**src/rtl/mem_responder.sv**
```systemverilog
// mem_responder: valid/ready memory responder with one outstanding access,
// registered synchronous array and saturating completion counters.
module mem_responder #(
  parameter int ADDR_W = 8,
  parameter int DATA_W = 8,
  parameter int CNT_W  = 8
) (
  input  logic              clock,
  input  logic              resetn,
  input  logic              req_valid,
  output logic              req_ready,
  input  logic              req_wren,
  input  logic [ADDR_W-1:0] req_addr,
  input  logic [DATA_W-1:0] req_wdata,
  output logic              rsp_valid,
  input  logic              rsp_ready,
  output logic              rsp_wr,
  output logic [ADDR_W-1:0] rsp_addr,
  output logic [DATA_W-1:0] rsp_rdata,
  output logic [CNT_W-1:0]  wr_count,
  output logic [CNT_W-1:0]  rd_count
);
  typedef enum logic [1:0] {IDLE, ACCESS, RESP} state_t;
  state_t state_q, state_d;
  logic              wren_q, rsp_wr_q;
  logic [ADDR_W-1:0] addr_q, rsp_addr_q;
  logic [DATA_W-1:0] wdata_q, rsp_rdata_q;
  logic [CNT_W-1:0]  wr_cnt_q, wr_cnt_d, rd_cnt_q, rd_cnt_d;
  logic [DATA_W-1:0] mem [2**ADDR_W];
  logic              done;
  always_comb begin
    state_d = state_q;
    done = (state_q == RESP) && rsp_ready;
    if (state_q == IDLE && req_valid) state_d = ACCESS;
    if (state_q == ACCESS) state_d = RESP;
    if (done) state_d = IDLE;
    wr_cnt_d = wr_cnt_q + CNT_W'(done && rsp_wr_q && wr_cnt_q != '1);
    rd_cnt_d = rd_cnt_q + CNT_W'(done && !rsp_wr_q && rd_cnt_q != '1);
  end
  // Array has no reset; an async reset during ACCESS drops state to IDLE before the edge, so no write lands.
  always_ff @(posedge clock)
    if (state_q == ACCESS && wren_q) mem[addr_q] <= wdata_q;
  always_ff @(posedge clock or negedge resetn)
    if (!resetn) begin
      state_q     <= IDLE;
      wren_q      <= 1'b0;
      addr_q      <= '0;
      wdata_q     <= '0;
      rsp_wr_q    <= 1'b0;
      rsp_addr_q  <= '0;
      rsp_rdata_q <= '0;
      wr_cnt_q    <= '0;
      rd_cnt_q    <= '0;
    end else begin
      state_q  <= state_d;
      wr_cnt_q <= wr_cnt_d;
      rd_cnt_q <= rd_cnt_d;
      if (state_q == IDLE && req_valid) begin
        wren_q  <= req_wren;
        addr_q  <= req_addr;
        wdata_q <= req_wdata;
      end
      if (state_q == ACCESS) begin
        rsp_wr_q    <= wren_q;
        rsp_addr_q  <= addr_q;
        rsp_rdata_q <= wren_q ? wdata_q : mem[addr_q];
      end
    end
  assign req_ready = (state_q == IDLE);
  assign rsp_valid = (state_q == RESP);
  assign rsp_wr    = rsp_wr_q;
  assign rsp_addr  = rsp_addr_q;
  assign rsp_rdata = rsp_rdata_q;
  assign wr_count  = wr_cnt_q;
  assign rd_count  = rd_cnt_q;
endmodule
```
**config.mk**
```make
export PLATFORM = sky130hd
export DESIGN_NAME = mem_responder
export DESIGN_NICKNAME = d
export VERILOG_FILES = /design/src/rtl/mem_responder.sv
export SDC_FILE = /design/constraint.sdc
export NUM_CORES = 2
export LEC_CHECK = 0
export BUFFER_PORTS_ARGS = -buffer_cell sky130_fd_sc_hd__buf_2
export CAP_MARGIN = 20
export CORE_MARGIN = 5
export CORE_UTILIZATION = 55
export CTS_BUF_LIST = sky130_fd_sc_hd__clkbuf_2
export DETAILED_ROUTE_END_ITERATION = 10
export GPL_ROUTABILITY_DRIVEN = 0
export PLACE_DENSITY_LB_ADDON = 0.2
export REMOVE_ABC_BUFFERS = 1
export SETUP_SLACK_MARGIN = 0.4
export SLEW_MARGIN = 20
export SYNTH_ARGS = -nofsm -noshare
export SYNTH_HDL_FRONTEND = slang
export SYNTH_SLANG_ARGS = --single-unit
export TNS_END_PERCENT = 1
```
**constraint.sdc**
```tcl
create_clock -name clock -period 4.63 [get_ports clock]
set_input_delay 0.2315 -clock clock [delete_from_list [all_inputs] [get_ports clock]]
set_output_delay 0.2315 -clock clock [all_outputs]
set_load 0.01 [all_outputs]
```
==> summary.md <==
| Metric | Value |
|---|---|
| Status | `finished, final reports clean` |
| Crit path launch type | `flop` |
| Req. time, crit path | `between 6 and 7 ns` |
| Adder-cell share of the synthesized area | `0.000609` |
| CTS H-tree lvls | `6` |
| Io pins | `56` |
| Static leakage | `between 30 and 40 nW` |
| Clock Sinks | `2100` |
| Largest net degree at the start of global routing | `218` |
| Wire length of the first global-routing pass | `306000 um` |
| Die width | `approximately 400 um` |
| CTS tree | `done` |
| Worst R2R Path Depth | `8` |
| Root buf cell | `clkbuf_2` |
| Type of the worst setup path | `reg2reg` |
| WL per Instance | `just over 30 um` |
| Nets | `between 4000 and 5000` |
| Period minus WS final | `3.94 ns` |
| Die ar. | `between 150000 and 200000 um^2` |
| Critical Path End Type | `flop` |
| RSZ-0062 raised after global routing | `false` |
| Launch point of the worst path | `addr_q[0]` |
| Setup Skew | `around 0.14 ns` |
| Critical path fanouts, max | `29` |
| Max_slew headroom | `0.199` |
| Post-synth EDFFs | `slightly above 2000` |
| Grt ovf | `0` |
| Mapped Cells | `approximately 3800` |
| DR DRC count | `0` |
| GRT Max-Usage Layer | `met2` |
| Met2 Use GR | `0.403` |
| Post-Route WL | `approximately 210000 um` |
| Dpl cells | `around 5800` |
| Finished Layout Cells | `6807` |
| Worst-skew pair later-pin latency | `1.72 ns` |
| Min Hold Slack | `~0.38 ns` |
| Cell Pwr Density | `608 nW/um^2` |
| CTS Buf Count | `about 540` |
| Count leader, synth | `edfxtp_1` |
| Worst slew pin tran | `about 1.2 ns` |
| Port Buffer Count | `between 50 and 60` |
| Post-synthesis compound-gate area fraction | `0.0244` |
| Largest family of logic cells by synthesized area | `multiplexers` |
| Synth-to-Final Area Change | `10.7%` |
| Number of global-route vias before repair | `about 44000` |
| Layout cell share with drive strength beyond 1 | `0.342` |
| Max Freq | `approximately 0.25 GHz` |
| Hpwl dp | `roughly 130000 um` |
| Arrival time worst endpoint | `~5.6 ns` |
| Hold Violations, Final | `0` |
| Starting Density | `0.555` |
| CTS max path bufs | `4` |
| End point of the critical path | `rsp_rdata[2]` |
| R2r endpoint | `rsp_rdata[2]` |
| GR Util met3 | `0.0793` |
| Setup_tns | `0 ns` |
| Mux share of post-synthesis cell area | `0.162` |
| Register area share after synthesis | `0.764` |
| Cell Area, Synth | `roughly 80000 um^2` |
| Met1 usage | `0.380` |
| Clk slew on worst S/H paths | `0.11 ns` |
| Antenna violations before repair | `11` |
| Type of the worst min-delay path | `in2reg` |
| Unique masters post-synth | `73` |
| Area contributors post-synth | `edfxtp_1 75%, mux4_2 13%, dfrtp_1 1.6%` |
| Most common flop cell mapped by yosys | `edfxtp_1` |
| Commonest cells in the netlist | `2048 x edfxtp_1, 478 x mux4_2, 273 x nor2_1` |
| Synth area leader | `edfxtp_1` |
| Core area | `148000 um^2` |
| Die height | `roughly 400 um` |
| Placement Rows | `about 140` |
| Share of synthesized registers carrying an async set or reset | `0.0248` |
| Reg-to-reg startpoint | `addr_q[0]` |
| Core Util, Final | `0.614` |
| Drt initial violations | `5240` |
| R2r setup slk | `0.69 ns` |
| Synth top area share | `0.748` |
| Syn Area/Cell | `roughly 22 um^2` |
| Post-Synth XOR/XNOR Area | `0.00128` |
| GRT Resource Usage Total | `0.270` |
| Synth warn | `0` |
| Post-Synth Simple-Gate Area | `0.0276` |
| Via count | `approximately 43000` |
| Peak supply drop | `about 0.00057 V` |
| Post-route antenna net violation count | `0` |
| Final Max Slew Viols | `0` |
| Flops & latches, synth | `2100` |
| # setup viols final | `0` |
| Final worst-path cycle share | `0.851` |
| Drt first pass iters | `6` |
| Max-cap violation count | `0` |
| Vias per cell | `6.32` |
==> per-layer routing <==
metal	wire [um]	vias to the layer above
met2	98100	2468
met1	82400	22500
met4	8060	4
met5	24	-
li1	-	17700
met3	22400	423
==> stage by stage <==
stage	instance area (um^2)	setup slack (ns)	total power, mW
detailed placement	85700	0.800	43.3
CTS	91000	0.760	55.5
global placement	85700	0.535	43.1
finish	91000	0.690	55.3
global route	91000	0.611	57.5
floorplan	80600	-15.81	34.1
==> kinds of logic (layout without fill, tap and decap cells) <==
group / count (synthesis) / in the layout
AO/OA/AOI/OAI: 278 / 278
XOR/XNOR: 12 / 12
AND/OR/NAND/NOR: 512 / 512
other: 0 / 5
flip-flops: 2100 / 2100
multiplexers: 678 / 678
buffers and inverters: 240 / 1288
adder cells (fa/ha/maj): 4 / 4
==> cells in the final DEF, fill, tap and decap left out, types with 15 or more instances in the layout <==
cell              n
edfxtp_1       2048
clkbuf_2        737
mux4_2          478
nor2_1          270
buf_4           245
mux2i_1         130
clkinv_1        103
nand2_1          73
dlygate4sd3_1    65
buf_2            56
nor3_1           47
a22oi_1          43
dfrtp_1          39
mux2_2           37
a21oi_1          36
o21ai_0          36
nand3_1          35
mux4_1           30
a221oi_1         29
buf_12           27
inv_2            24
o22ai_1          22
a22o_1           15
==> report_power, final <==
part           switching [mW]  internal (mW)
Combinational            11.4           6.69
Sequential               1.28           23.9
Clock                    7.16           4.94
==> how the worst min path moves through the flow <==
stage,startpoint,end,cells past startpoint
after floorplan,resetn,addr_q[0],0
after global placement,resetn,rsp_addr[0],2
after detailed placement,resetn,rsp_addr[0],2
after CTS,req_wdata[2],wdata_q[2],5
after global routing,req_wdata[2],wdata_q[2],5
final,req_wdata[2],wdata_q[2],5
==> state kept, by name (all words and copies together), names as in the netlist <==
signal,cells
rsp_rdata,8
rsp_addr,8
mem,2048
state_q,2
wr_count,8
rd_count,8
rsp_wr,1
wdata_q,8
addr_q,8
wren_q,1
==> worst max-delay path, cell delays in order, from the launching register on <==
cell      delay [ns]
dfrtp_4         0.83
buf_12          0.30
buf_4           0.44
mux4_2          0.31
nor2_1          0.04
a221oi_1        0.88
nor2_1          0.08
or4_1           0.68
o21ai_1         0.19
==> repair_timing <==
action,CTS,global route
gates resized for setup,0,0
endpoints found under the hold margin,87,0
buffers inserted,0,0
setup endpoints to repair,0,0
hold buffers,66,0
==> area by class of cell <==
class	count	area [um^2]
Timing Repair Buffer	395	3350
Clock buffer	737	3690
Clock inverter	149	892
Tap cell	1930	2410
Sequential cell	2100	62800
Fill cell	10600	57200
Multi-Input combinational cell	1484	17800
Inverter	7	26.3
Antenna cell	5	12.5
(Power assumes the default switching activity.)
